--- src/rtl/clk_gen_tune_ctrl_if.sv ---
// Handshake and oscillator-control bundle between the clock-generator calibration
// controller (slave) and whoever starts calibration and drives the oscillator tap (master).
interface clk_gen_tune_ctrl_if #(
    parameter int SEL_W = 4,
    parameter int CNT_W = 12
);
    logic             start_i;
    logic [CNT_W-1:0] target_count_i;
    logic             osc_toggle_i;
    logic [SEL_W-1:0] tap_sel_o;
    logic             busy_o;
    logic             done_o;
    logic             locked_o;
    logic [CNT_W-1:0] measured_count_o;

    modport master (
        output start_i, target_count_i, osc_toggle_i,
        input  tap_sel_o, busy_o, done_o, locked_o, measured_count_o
    );

    modport slave (
        input  start_i, target_count_i, osc_toggle_i,
        output tap_sel_o, busy_o, done_o, locked_o, measured_count_o
    );
endinterface

--- src/rtl/clk_gen_tune_ctrl.sv ---
// Ring-oscillator calibration: binary search over the stage-select code for the slowest
// tap whose edge count per reference window still meets the target, then a verify window.
module clk_gen_tune_ctrl #(
    parameter int SEL_W         = 4,
    parameter int CNT_W         = 12,
    parameter int WINDOW_CYCLES = 1024,
    parameter int SETTLE_CYCLES = 16
) (
    input  logic               clk_i,
    input  logic               reset_i,
    clk_gen_tune_ctrl_if.slave bus
);
    localparam int CYC_MAX = (WINDOW_CYCLES > SETTLE_CYCLES) ? WINDOW_CYCLES : SETTLE_CYCLES;
    localparam int CYC_W   = $clog2(CYC_MAX);
    localparam int IDX_W   = (SEL_W > 1) ? $clog2(SEL_W) : 1;

    localparam logic [CYC_W-1:0] SETTLE_LAST = CYC_W'(SETTLE_CYCLES - 1);
    localparam logic [CYC_W-1:0] WINDOW_LAST = CYC_W'(WINDOW_CYCLES - 1);
    localparam logic [IDX_W-1:0] IDX_TOP     = IDX_W'(SEL_W - 1);

    typedef enum logic [2:0] {
        S_IDLE, S_SETTLE, S_MEASURE, S_DECIDE, S_VSETTLE, S_VERIFY, S_DONE
    } state_t;

    state_t             state_q, state_d;
    logic [2:0]         sync_q, sync_d;
    logic [CNT_W-1:0]   cnt_q, cnt_d;
    logic [CYC_W-1:0]   cyc_q, cyc_d;
    logic [IDX_W-1:0]   idx_q, idx_d;
    logic [SEL_W-1:0]   tap_q, tap_d;
    logic [CNT_W-1:0]   target_q, target_d;
    logic [CNT_W-1:0]   meas_q, meas_d;
    logic               locked_q, locked_d;

    logic               osc_edge;
    logic               meets_target;
    logic [CNT_W-1:0]   cnt_inc;

    always_ff @(posedge clk_i) begin
        if (reset_i) begin
            state_q  <= S_IDLE;
            sync_q   <= '0;
            cnt_q    <= '0;
            cyc_q    <= '0;
            idx_q    <= '0;
            tap_q    <= '0;
            target_q <= '0;
            meas_q   <= '0;
            locked_q <= 1'b0;
        end else begin
            state_q  <= state_d;
            sync_q   <= sync_d;
            cnt_q    <= cnt_d;
            cyc_q    <= cyc_d;
            idx_q    <= idx_d;
            tap_q    <= tap_d;
            target_q <= target_d;
            meas_q   <= meas_d;
            locked_q <= locked_d;
        end
    end

    always_comb begin
        state_d  = state_q;
        // sync_q[0..1] form the synchronizer, sync_q[2] is the edge-detect history flop
        sync_d   = {sync_q[1:0], bus.osc_toggle_i};
        cnt_d    = cnt_q;
        cyc_d    = cyc_q;
        idx_d    = idx_q;
        tap_d    = tap_q;
        target_d = target_q;
        meas_d   = meas_q;
        locked_d = locked_q;

        osc_edge     = sync_q[1] ^ sync_q[2];
        meets_target = (cnt_q >= target_q);
        cnt_inc      = (osc_edge && (cnt_q != {CNT_W{1'b1}})) ? cnt_q + CNT_W'(1) : cnt_q;

        case (state_q)
            S_IDLE: begin
                cnt_d = '0;
                cyc_d = '0;
                if (bus.start_i) begin
                    target_d          = bus.target_count_i;
                    tap_d             = '0;
                    tap_d[SEL_W-1]    = 1'b1;
                    idx_d             = IDX_TOP;
                    locked_d          = 1'b0;
                    state_d           = S_SETTLE;
                end
            end
            S_SETTLE, S_VSETTLE: begin
                cnt_d = '0;
                if (cyc_q == SETTLE_LAST) begin
                    cyc_d   = '0;
                    state_d = (state_q == S_SETTLE) ? S_MEASURE : S_VERIFY;
                end else begin
                    cyc_d = cyc_q + CYC_W'(1);
                end
            end
            S_MEASURE, S_VERIFY: begin
                cnt_d = cnt_inc;
                if (cyc_q == WINDOW_LAST) begin
                    cyc_d   = '0;
                    state_d = (state_q == S_MEASURE) ? S_DECIDE : S_DONE;
                end else begin
                    cyc_d = cyc_q + CYC_W'(1);
                end
            end
            S_DECIDE: begin
                meas_d = cnt_q;
                // Too few edges means the loop is too long: drop this stage bit
                if (!meets_target) begin
                    tap_d[idx_q] = 1'b0;
                end
                if (idx_q != '0) begin
                    tap_d[idx_q - IDX_W'(1)] = 1'b1;
                    idx_d                    = idx_q - IDX_W'(1);
                    state_d                  = S_SETTLE;
                end else begin
                    state_d = S_VSETTLE;
                end
            end
            S_DONE: begin
                meas_d   = cnt_q;
                locked_d = meets_target;
                state_d  = S_IDLE;
            end
            default: state_d = S_IDLE;
        endcase
    end

    assign bus.tap_sel_o        = tap_q;
    assign bus.busy_o           = (state_q != S_IDLE);
    assign bus.done_o           = (state_q == S_DONE);
    assign bus.locked_o         = locked_q;
    assign bus.measured_count_o = meas_q;
endmodule
--- src/flat_wrapper.sv ---
// flat-port wrapper written by rule: the top's interface ports become plain ports
module clk_gen_tune_ctrl_flat 
#(
    parameter int SEL_W         = 4,
    parameter int CNT_W         = 12,
    parameter int WINDOW_CYCLES = 1024,
    parameter int SETTLE_CYCLES = 16
)
  (clk_i, reset_i, bus_start_i, bus_target_count_i, bus_osc_toggle_i, bus_tap_sel_o, bus_busy_o, bus_done_o, bus_locked_o, bus_measured_count_o);
  clk_gen_tune_ctrl_if #(.SEL_W(SEL_W), .CNT_W(CNT_W)) bus_i ();
  input  logic clk_i;
  input  logic reset_i;
  input wire logic [$bits(bus_i.start_i)-1:0] bus_start_i;
  input wire logic [$bits(bus_i.target_count_i)-1:0] bus_target_count_i;
  input wire logic [$bits(bus_i.osc_toggle_i)-1:0] bus_osc_toggle_i;
  output wire logic [$bits(bus_i.tap_sel_o)-1:0] bus_tap_sel_o;
  output wire logic [$bits(bus_i.busy_o)-1:0] bus_busy_o;
  output wire logic [$bits(bus_i.done_o)-1:0] bus_done_o;
  output wire logic [$bits(bus_i.locked_o)-1:0] bus_locked_o;
  output wire logic [$bits(bus_i.measured_count_o)-1:0] bus_measured_count_o;
  assign bus_i.start_i = bus_start_i;
  assign bus_i.target_count_i = bus_target_count_i;
  assign bus_i.osc_toggle_i = bus_osc_toggle_i;
  assign bus_tap_sel_o = bus_i.tap_sel_o;
  assign bus_busy_o = bus_i.busy_o;
  assign bus_done_o = bus_i.done_o;
  assign bus_locked_o = bus_i.locked_o;
  assign bus_measured_count_o = bus_i.measured_count_o;
  clk_gen_tune_ctrl #(.SEL_W(SEL_W), .CNT_W(CNT_W), .WINDOW_CYCLES(WINDOW_CYCLES), .SETTLE_CYCLES(SETTLE_CYCLES)) u_core (.clk_i(clk_i), .reset_i(reset_i), .bus(bus_i));
endmodule
--- config.mk ---
export PLATFORM = sky130hd
export DESIGN_NAME = clk_gen_tune_ctrl_flat
export DESIGN_NICKNAME = d
export VERILOG_FILES = /design/src/rtl/clk_gen_tune_ctrl_if.sv /design/src/rtl/clk_gen_tune_ctrl.sv /design/src/flat_wrapper.sv
export SDC_FILE = /design/constraint.sdc
export NUM_CORES = 1
export LEC_CHECK = 0
export CORE_MARGIN = 1
export CORE_UTILIZATION = 45
export CTS_BUF_LIST = sky130_fd_sc_hd__clkbuf_16
export DETAILED_ROUTE_END_ITERATION = 6
export HOLD_SLACK_MARGIN = 0.05
export PLACE_DENSITY = 0.71
export SYNTH_ARGS = -nofsm -noshare
export SYNTH_HDL_FRONTEND = slang
export SYNTH_SLANG_ARGS = --single-unit
export TNS_END_PERCENT = 30
--- constraint.sdc ---
create_clock -name clk_i -period 1.8 [get_ports clk_i]
set_input_delay 0.27 -clock clk_i [delete_from_list [all_inputs] [get_ports clk_i]]
set_output_delay 0.27 -clock clk_i [all_outputs]
set_load 0.02 [all_outputs]
# Word level (Yosys, flattened, before mapping)
# Index checks and enable logic that the tools add are counted.
# word_totals
ff_bits	59
inputBits	16
output_inout_bits	19
word_cells	81
# op_classes
n_addsub	3
magnitude_cmp	5
n_eq_ne	14
n_mux	26
bitwise	4
reduce_logical	20
# ops
cell	n
$pmux 10 s3	1
$pmux 12 s2	1
$mux 10	2
$mux 3	6
$mux 4	4
$add 12x1->12 const B	1
$ge 12x12->1	1
$mux 12	1
$ne 12x12->1 const B	1
$pmux 3 s4	1
$add 10x1->10 const B	1
$eq 10x10->1 const B	1
$eq 10x4->1 const B	1
$eq 3x3->1 const B	3
$ne 2x1->1 const B	4
$pmux 4 s2	1
$reduce_and 2->1	4
$reduce_bool 2->1	4
$eq 3x2->1 const B	2
$lt 2x3->1 const B	2
$reduce_and 3->1	2
$reduce_bool 3->1	2
$reduce_or 2->1	3
$and 4x4->4	1
other kinds (15)	22

# Longest topological paths before layout
# Gate-level depths: netlist of the first run.
# depth
word_depth	11
ltp_mapped	7

# Least setup slack after synthesis of the first run
# No wires, ideal clock.
# synth_timing
path_kind	reg-to-reg
from	reg u_core.cyc_q[0]
to	reg u_core.cyc_q[9]
setup_ps	58
t_arrival_ps	1712
setup_slack_ps	30
path_stages_with_launch	8
path_buffers	1
period_less_slack_ps	1770
cell_sequence	dfxtp_1 -> ha_1 -> and3_1 -> a311o_1 -> and2_1 -> buf_4 -> o311ai_1 -> o21a_1
# synth_via
elab_chain_len	3
elab_cells_between_ends	6
cone_classes	add/sub (1); eq/ne (2); mux (3)
# synth_lines
item	line_no	text
start: declaration	clk_gen_tune_ctrl.sv:28	logic [CYC_W-1:0] cyc_q, cyc_d;
start signal: assignment	clk_gen_tune_ctrl.sv:54	cyc_q <= cyc_d;
$add 10x1->10, or another cell as far along	clk_gen_tune_ctrl.sv:98, clk_gen_tune_ctrl.sv:107	
$mux 10, on equally long branches	clk_gen_tune_ctrl.sv:103, clk_gen_tune_ctrl.sv:94	
$pmux 10 s3 *	clk_gen_tune_ctrl.sv:79	case (state_q)
# Mark *: on every way between the ends. The rest lies on a longest branch, timed or not.
# A chain may end at the register's enable or synchronous reset.

# Final worst setup path of the first run
# layout_timing
from	reg u_core.state_q[2]
to	out bus_busy_o
# layout_via
elab_chain_len	1
# layout_lines
item	line_no	text
start: declaration	clk_gen_tune_ctrl.sv:25	state_t state_q, state_d;
start signal: assignment	clk_gen_tune_ctrl.sv:51	state_q <= state_d;
$reduce_bool 3->1	clk_gen_tune_ctrl.sv:134	assign bus.busy_o = (state_q != S_IDLE);
end: declaration	flat_wrapper.sv:17	output wire logic [$bits(bus_i.busy_o)-1:0] bus_busy_o;
# Every way passes these cells.

==> flow_summary.json, run 1 <==
{
  "rr_worst_depth": 7,
  "ys_ff_latch": 59,
  "synth_adder_area_share": 0.07699,
  "path_clk_slew_ns": 0.05,
  "overflow": 0,
  "p_leak_uw": 0.001573,
  "num-fill-cells": 556,
  "cts_max_level": 3,
  "synth_ff_type": "dfxtp_1",
  "synth_mux_area_frac": 0.03080,
  "synth_top_family_by_area": "simple AND/OR/NAND/NOR gates",
  "clk_path_buf_depth": 2,
  "syn2layout_area_growth_pct": 33.02,
  "cts-root-buf": "clkbuf_16",
  "critical-path-slowest-cell": "dfxtp_2",
  "max_freq_ghz": 0.5749,
  "syn_inst": 355,
  "arrival_ns": 1.47,
  "first_global_vias": 2501,
  "synth-simple-area-share": 0.2442,
  "synth_edf_count": 0,
  "placed_area_um2": 3575,
  "rsz0062_at_grt": "yes",
  "finClkSkew_ns": 0.006697,
  "n_antenna_cell": 0,
  "die_w_um": 82.63,
  "route.vias.total": 2729,
  "crit_type": "register to output pin",
  "synth.net_count": 389,
  "cp.buffers_inverters": 3,
  "start_util": 0.4633,
  "cp.depth": 4,
  "cp-startpoint": "u_core.state_q[2]",
  "worstPathMaxFanout": 7,
  "path_cells": "buf_4, nor3_1, inv_1, dlygate4sd2_1",
  "post-route-period-util": 0.9664,
  "rows": 29,
  "hold_depth": 2,
  "cp.required_ns": 1.53,
  "drtIter0Drc": 138,
  "layout.cells.non_filler": 501,
  "layout-drive-gt1-share": 0.1651,
  "gp_congestion": 0.8800,
  "nets": 455,
  "cts_tree": "yes",
  "synth_cell_types": 45,
  "design_area_um2": 3891,
  "pre_cts_ws_ns": -0.09411,
  "worst_skew_pair.late_latency_ns": 0.33,
  "maxCapViolations": 0,
  "post_cts_buffers": 0,
  "synth.avg_cell_area_um2": 8.240,
  "holdWs_ns": 0.3447,
  "die_area_um2": 6827,
  "fin_setup_tns_ns": 0,
  "drc": 0,
  "slew_headroom": 0.7214,
  "cts_buffers": 9,
  "dp_hpwl_mm": 4.814,
  "dp.cells": 487,
  "timing.rr.start": "u_core.target_q[10]",
  "critPathTopFamily": "buffers and inverters",
  "slew_viol_final": 0,
  "worst_pin_slew_ns": 0.4164,
  "grt.total_usage": 0.2211,
  "fin_ws_ns": 0.06046,
  "grt_max_degree": 28,
  "yosysWarningCount": 0,
  "crit_end": "bus_busy_o",
  "max-vdd-ir-drop_uv": 632.9,
  "synth_compound_area_frac": 0.1604,
  "layout_commonest_cell": "dfxtp_1",
  "port_buffers": 34,
  "slowest_delay_ns": 0.35,
  "dieHeight_um": 82.63,
  "mostFrequentLayoutCells": "56 x dfxtp_1, 44 x nand2_1, 37 x nor2_1",
  "ctsHoldBuffers": 0,
  "end_kind": "output pin",
  "core_area_um2": 6314,
  "antenna_found_initial": 0,
  "drt_wl_total_mm": 6.825,
  "ant_nets": 0,
  "synthesis.area_um2": 2925,
  "reg2reg_slack_ns": 0.07,
  "wl_per_cell_um": 13.62,
  "grt_pass1_wl_mm": 11.32,
  "vias_per_cell": 5.447,
  "yosysSeqAreaShare": 0.4038,
  "regArea_um2": 1185,
  "clock_sinks": 59,
  "r2r_end": "u_core.bus.locked_o",
  "p_per_area_nw_per_um2": 1096,
  "fin_crit_ns": 1.740,
  "outcome": "complete, no violations",
  "postSynth.asyncResetShare": 0,
  "synth_xor_area_frac": 0.03593,
  "multi_input_area_um2": 1672,
  "critPathLaunchType": "register",
  "dr.pass1.iters": 4,
  "io_pins": 35,
  "hold_violations": 0,
  "finalSetupViolCount": 0,
  "hold_class": "primary input to register"
}
==> timing repair <==
action,CTS,global route
gates resized for setup,11,11
endpoints found under the setup margin,10,21
pin swaps,1,1
==> cells in the mapped netlist (3+ instances only) <==
| cell | instances | area share |
|---|---|---|
| o21a_1 | 5 | 0.013 |
| inv_1 | 20 | 0.026 |
| nand4_1 | 8 | 0.017 |
| nor4_1 | 4 | 0.0086 |
| a211oi_1 | 5 | 0.013 |
| o211ai_1 | 4 | 0.010 |
| nor2_1 | 37 | 0.047 |
| nand3_1 | 9 | 0.015 |
| xnor2_1 | 11 | 0.033 |
| nor2b_1 | 3 | 0.0064 |
| nand2_1 | 46 | 0.059 |
| a21o_1 | 4 | 0.010 |
| nor3_1 | 18 | 0.031 |
| o21ai_0 | 5 | 0.0086 |
| and2_1 | 3 | 0.0064 |
| dfxtp_1 | 59 | 0.40 |
| o311ai_1 | 3 | 0.0090 |
| a21oi_1 | 25 | 0.043 |
| and3_1 | 9 | 0.019 |
| nand2b_1 | 4 | 0.0086 |
| ha_1 | 18 | 0.077 |
| mux2i_1 | 9 | 0.031 |
| clkbuf_1 | 10 | 0.013 |
| a31oi_1 | 6 | 0.013 |
| buf_2 | 4 | 0.0068 |
==> stage by stage <==
| stage | utilization | total power [uW] |
|---|---|---|
| final | 0.6163 | 4264 |
| after global routing | 0.6163 | 4503 |
| after CTS | 0.6080 | 4254 |
| after detailed placement | 0.5662 | 2763 |
| after global placement | 0.5662 | 2731 |
| after floorplan | - | 2345 |
==> worst register-to-register path, delay by kind of cell, from the launching register on <==
family / cells / cell delay, ns
adders and majority gates: 1 / 0.32
DFF: 1 / 0.33
buffers and inverters: 1 / 0.06
and+or+nand+nor: 3 / 0.37
AOI/OAI and AO/OA: 2 / 0.52
==> flip-flops by register name (all words and copies together), names as in the netlist <==
| register | cells |
|---|---|
| u_core.target_q | 12 |
| u_core.sync_q | 3 |
| u_core.bus.locked_o | 1 |
| u_core.cyc_q | 10 |
| u_core.idx_q | 2 |
| u_core.bus.measured_count_o | 12 |
| u_core.bus.tap_sel_o | 4 |
| u_core.cnt_q | 12 |
| u_core.state_q | 3 |
==> power by group <==
group,total [uW],internal [uW],switching [uW]
combinational,1250,541,711
clock,1450,894,554
sequential,1560,1440,123
total,4260,2880,1390
==> per-layer routing <==
layer  wire [um]  track usage  vias up
met5           0            0        -
met4          76      0.09483        0
met2        3289       0.3579       47
li1            -            -     1382
met1        3227       0.2773     1295
met3         232      0.05714        5
==> logic make-up after synthesis <==
| kind of cell | count (synthesis) |
|---|---|
| adders and majority gates | 18 |
| xor gates and xnor gates | 12 |
| DFF | 59 |
| buffers and inverters | 35 |
| and+or+nand+nor | 151 |
| AOI/OAI and AO/OA | 71 |
| muxes | 9 |
==> worst min-delay path by stage <==
| stage | endpoint | slack (ns) | startpoint |
|---|---|---|---|
| floorplan | u_core.sync_q[0] | 0.40 | bus_osc_toggle_i |
| global placement | u_core.sync_q[1] | 0.42 | u_core.sync_q[0] |
| detailed placement | u_core.sync_q[1] | 0.43 | u_core.sync_q[0] |
| CTS | u_core.cyc_q[8] | 0.33 | reset_i |
| global route | u_core.cyc_q[8] | 0.35 | reset_i |
| finish | u_core.cyc_q[8] | 0.34 | reset_i |
==> final cells by class <==
| class | instances | area share |
|---|---|---|
| Tap cell | 77 | 0.02476 |
| Sequential cell | 59 | 0.3045 |
| Clock buffer | 9 | 0.05788 |
| Clock inverter | 5 | 0.005788 |
| Timing Repair Buffer | 70 | 0.1582 |
| Multi-Input combinational cell | 261 | 0.4296 |
| Inverter | 20 | 0.01929 |
Note: power is estimated with default switching activity, not from simulation.
==> inputs of run 2 (changes only) <==
Settings changed: SKIP_LAST_GASP set to 1.
==> run 2 against run 1 <==
  * Combinational power about the same
  * Total power about the same
  * Non-clock buffer count is the same
  * Clock power about the same
  * First-iteration DRC count increased by 55%
  * Worst hold slack is essentially flat
  * Wire length rose by 0.28%
  * Critical endpoint unchanged
==> flow_summary.json, run 2 (synthesis results as in run 1) <==
{
  "cp.required_ns": 1.53,
  "n_antenna_cell": 0,
  "arrival_ns": 1.51,
  "clk_path_buf_depth": 2,
  "post-route-period-util": 0.9884,
  "holdWs_ns": 0.3445,
  "fin_crit_ns": 1.779,
  "layout_commonest_cell": "dfxtp_1",
  "critPathTopFamily": "buffers and inverters",
  "max_freq_ghz": 0.5621,
  "finClkSkew_ns": 0.006302,
  "slew_viol_final": 0,
  "clock_sinks": 59,
  "cts_tree": "yes",
  "grt.total_usage": 0.2195,
  "slew_headroom": 0.7195,
  "vias_per_cell": 5.481,
  "first_global_vias": 2488,
  "critical-path-slowest-cell": "dfxtp_1",
  "num-fill-cells": 553,
  "antenna_found_initial": 0,
  "die_area_um2": 6827,
  "nets": 455,
  "critPathLaunchType": "register",
  "drt_wl_total_mm": 6.844,
  "path_cells": "buf_4, nor3_1, inv_1, dlygate4sd2_1",
  "maxCapViolations": 0,
  "outcome": "complete, no violations",
  "crit_type": "register to output pin",
  "cp.buffers_inverters": 3,
  "met1Wirelength_mm": 3.167,
  "slowest_delay_ns": 0.37,
  "worstPathMaxFanout": 7,
  "core_area_um2": 6314,
  "dp_hpwl_mm": 4.814,
  "start_util": 0.4633,
  "rsz0062_at_grt": "yes",
  "overflow": 0,
  "path_clk_slew_ns": 0.05,
  "routed-wl-met3_um": 269,
  "fin_ws_ns": 0.02085,
  "finalSetupViolCount": 0,
  "end_kind": "output pin",
  "wl_met2_mm": 3.294,
  "rows": 29,
  "cts-root-buf": "clkbuf_16",
  "highest_layer": "met4",
  "p_leak_uw": 0.001574,
  "layout-drive-gt1-share": 0.1580,
  "worst_pin_slew_ns": 0.4192,
  "port_buffers": 34,
  "wl_per_cell_um": 13.66,
  "ant_nets": 0,
  "ctsHoldBuffers": 0,
  "hold_class": "primary input to register",
  "p_per_area_nw_per_um2": 1097,
  "cts_max_level": 3,
  "drc": 0,
  "worst_skew_pair.late_latency_ns": 0.33,
  "total_power_uw": 4267,
  "cts_buffers": 9,
  "die_w_um": 82.63,
  "gp_congestion": 0.8800,
  "max-vdd-ir-drop_uv": 638.6,
  "io_pins": 35,
  "hold_violations": 0,
  "route.vias.total": 2746,
  "grt_max_degree": 28,
  "grt_pass1_wl_mm": 11.23,
  "dr.pass1.iters": 4,
  "syn2layout_area_growth_pct": 32.93,
  "pre_cts_ws_ns": -0.09411,
  "mostFrequentLayoutCells": "58 x dfxtp_1, 44 x nand2_1, 37 x nor2_1",
  "drtIter0Drc": 214,
  "dieHeight_um": 82.63
}
[run 2: cell type report]
cell class,instances,area (um2),area share
Multi-Input combinational cell,261,1672,0.4299
Sequential cell,59,1182,0.3041
Clock inverter,5,22.52,0.005792
Inverter,20,75.07,0.01931
Clock buffer,9,225.2,0.05792
Timing Repair Buffer,70,615.6,0.1583
Tap cell,77,96.34,0.02477
[run 2: power by group]
| part | leakage [uW] | internal, uW | switching, uW | total (uW) |
|---|---|---|---|---|
| Combinational | 0.000969 | 541 | 713 | 1250 |
| Sequential | 0.000479 | 1440 | 122 | 1560 |
| Clock | 0.000126 | 894 | 557 | 1450 |
[run 2: per-stage QoR]
step,utilization,area [um2],std cells,setup TNS [ns]
global placement,0.5662,3575,487,-0.03861
detailed placement,0.5662,3575,487,-0.2629
global route,0.6159,3889,501,-0.5191
finish,0.6159,3889,501,0
floorplan,-,2925,355,0
CTS,0.6062,3827,501,-0.2673
[run 2: worst paths after layout]
| kind | cells after the start | startpoint | to | slack (ns) |
|---|---|---|---|---|
| setup / recovery | 4 | u_core.state_q[2] | bus_busy_o | 0.02 |
| hold / removal | 2 | reset_i | u_core.cyc_q[8] | 0.34 |
| setup reg to reg | 7 | u_core.target_q[10] | u_core.bus.locked_o | 0.02 |
| hold reg to reg | 1 | u_core.sync_q[0] | u_core.sync_q[1] | 0.43 |
[run 2: what timing repair did]
action | in CTS | in global routing
buffers inserted | 0 | 0
pin swaps | 1 | 2
hold endpoints to repair | 0 | 0
setup endpoints to repair | 10 | 20
gates resized for setup | 7 | 12
gates cloned | 0 | 0
[run 2: layer usage]
metal / vias to the layer above / GRT usage
li1: 1385 / -
met1: 1293 / 0.2766
met2: 58 / 0.3529
met3: 10 / 0.05714
met4: 0 / 0.09483
met5: - / 0
==> inputs of run 3 (changes only) <==
Settings changed: MAX_ROUTING_LAYER set to met4.
==> run 3 against run 2 <==
  * Final cell count unchanged
  * Die area unchanged
  * Core utilization unchanged
  * Clock-buffer cell count unchanged
  * Worst hold slack worse by 0.0034 ns
  * Via count up 0.11%
  * First-iteration DRC count down 6.1%
  * Combinational power about the same
  * Setup slack worse by 0.0012 ns
  * Global-route usage up 0.63 points
  * Sequential power about the same
  * Critical path type unchanged
  * Largest cell class unchanged
==> flow_summary.json, run 3 (synthesis results as in run 1) <==
{
  "end_kind": "output pin",
  "gp_congestion": 0.8946,
  "placed_area_um2": 3575,
  "drtIter0Drc": 201,
  "p_leak_uw": 0.001574,
  "ant_nets": 0,
  "finClkSkew_ns": 0.005559,
  "maxCapViolations": 0,
  "grt_pass1_wl_mm": 11.23,
  "slew_viol_final": 0,
  "worst_skew_pair.late_latency_ns": 0.33,
  "io_pins": 35,
  "cts_tree": "yes",
  "grt.total_usage": 0.2258,
  "cts-root-buf": "clkbuf_16",
  "outcome": "complete, no violations",
  "dp_hpwl_mm": 4.814,
  "fin_setup_tns_ns": 0,
  "hold_class": "primary input to register",
  "route.vias.total": 2749,
  "nets": 455,
  "path_cells": "buf_4, nor3_1, inv_1, dlygate4sd2_1",
  "layout.cells.non_filler": 501,
  "post-route-period-util": 0.9891,
  "cp.buffers_inverters": 3,
  "dr.pass1.iters": 4,
  "layout_commonest_cell": "dfxtp_1",
  "p_per_area_nw_per_um2": 1097,
  "n_antenna_cell": 0,
  "layout-drive-gt1-share": 0.1580,
  "die_w_um": 82.63,
  "total_power_uw": 4265,
  "rows": 29,
  "num-fill-cells": 553,
  "antenna_found_initial": 0,
  "path_clk_slew_ns": 0.05,
  "cts_buffers": 9,
  "mostFrequentLayoutCells": "58 x dfxtp_1, 44 x nand2_1, 37 x nor2_1",
  "pre_cts_ws_ns": -0.09411,
  "worst_pin_slew_ns": 0.4196,
  "rsz0062_at_grt": "yes",
  "core_area_um2": 6314,
  "crit_type": "register to output pin",
  "critical-path-slowest-cell": "dfxtp_1",
  "drt_wl_total_mm": 6.799,
  "fin_ws_ns": 0.01965,
  "clock_sinks": 59,
  "max_freq_ghz": 0.5617,
  "fin_crit_ns": 1.780,
  "cp.required_ns": 1.53,
  "first_global_vias": 2488,
  "critPathTopFamily": "buffers and inverters",
  "syn2layout_area_growth_pct": 32.93,
  "clk_path_buf_depth": 2,
  "port_buffers": 34,
  "arrival_ns": 1.51,
  "ctsHoldBuffers": 0,
  "drc": 0,
  "dp.cells": 487,
  "start_util": 0.4633,
  "vias_per_cell": 5.487,
  "max-vdd-ir-drop_uv": 638.6,
  "overflow": 0,
  "cts_max_level": 3,
  "post_cts_buffers": 0,
  "hold_violations": 0,
  "worstPathMaxFanout": 7,
  "slowest_delay_ns": 0.37,
  "design_area_um2": 3889,
  "critPathLaunchType": "register",
  "finalSetupViolCount": 0,
  "dieHeight_um": 82.63,
  "grt_max_degree": 28,
  "wl_per_cell_um": 13.57,
  "slew_headroom": 0.7193,
  "die_area_um2": 6827
}
-- run 3: repair_timing --
| item | CTS | global route |
|---|---|---|
| gates resized for setup | 7 | 12 |
| pin swaps | 1 | 2 |
| setup endpoints to repair | 10 | 20 |
| hold endpoints to repair | 0 | 0 |
-- run 3: path summary, 6_finish.rpt --
path                                           from                  end  slack, ns  cells past startpoint
worst min register to register     u_core.sync_q[0]     u_core.sync_q[1]       0.43                      1
worst min-delay path                        reset_i      u_core.cyc_q[8]       0.34                      2
worst max register to register  u_core.target_q[10]  u_core.bus.locked_o       0.02                      7
worst max-delay path              u_core.state_q[2]           bus_busy_o       0.02                      4
-- run 3: per-stage QoR --
| step | hold WS [ns] | util |
|---|---|---|
| finish | 0.3411 | 0.6159 |
| global route | 0.3504 | 0.6159 |
| CTS | 0.3259 | 0.6062 |
| detailed placement | 0.4272 | 0.5662 |
| global placement | 0.4179 | 0.5662 |
| floorplan | 0.3982 | - |
-- run 3: routing by layer --
metal | global-route usage | vias to the layer above | part of all wire
met5 | - | - | 0
met4 | 0.09483 | 0 | 0.019
met3 | 0.05714 | 11 | 0.034
met2 | 0.3529 | 56 | 0.48
met1 | 0.2766 | 1296 | 0.47
li1 | - | 1386 | -
-- run 3: area by class of cell --
type                            instances  area, um2  share of cell area
Sequential cell                        59       1182              0.3041
Clock inverter                          5      22.52            0.005792
Timing Repair Buffer                   70      615.6              0.1583
Multi-Input combinational cell        261       1672              0.4299
Clock buffer                            9      225.2             0.05792
Tap cell                               77      96.34             0.02477
Inverter                               20      75.07             0.01931
-- run 3: power by group --
| part | switching, uW | internal, uW | total [uW] |
|---|---|---|---|
| Clock | 555 | 894 | 1450 |
| Sequential | 123 | 1440 | 1560 |
| Combinational | 712 | 541 | 1250 |
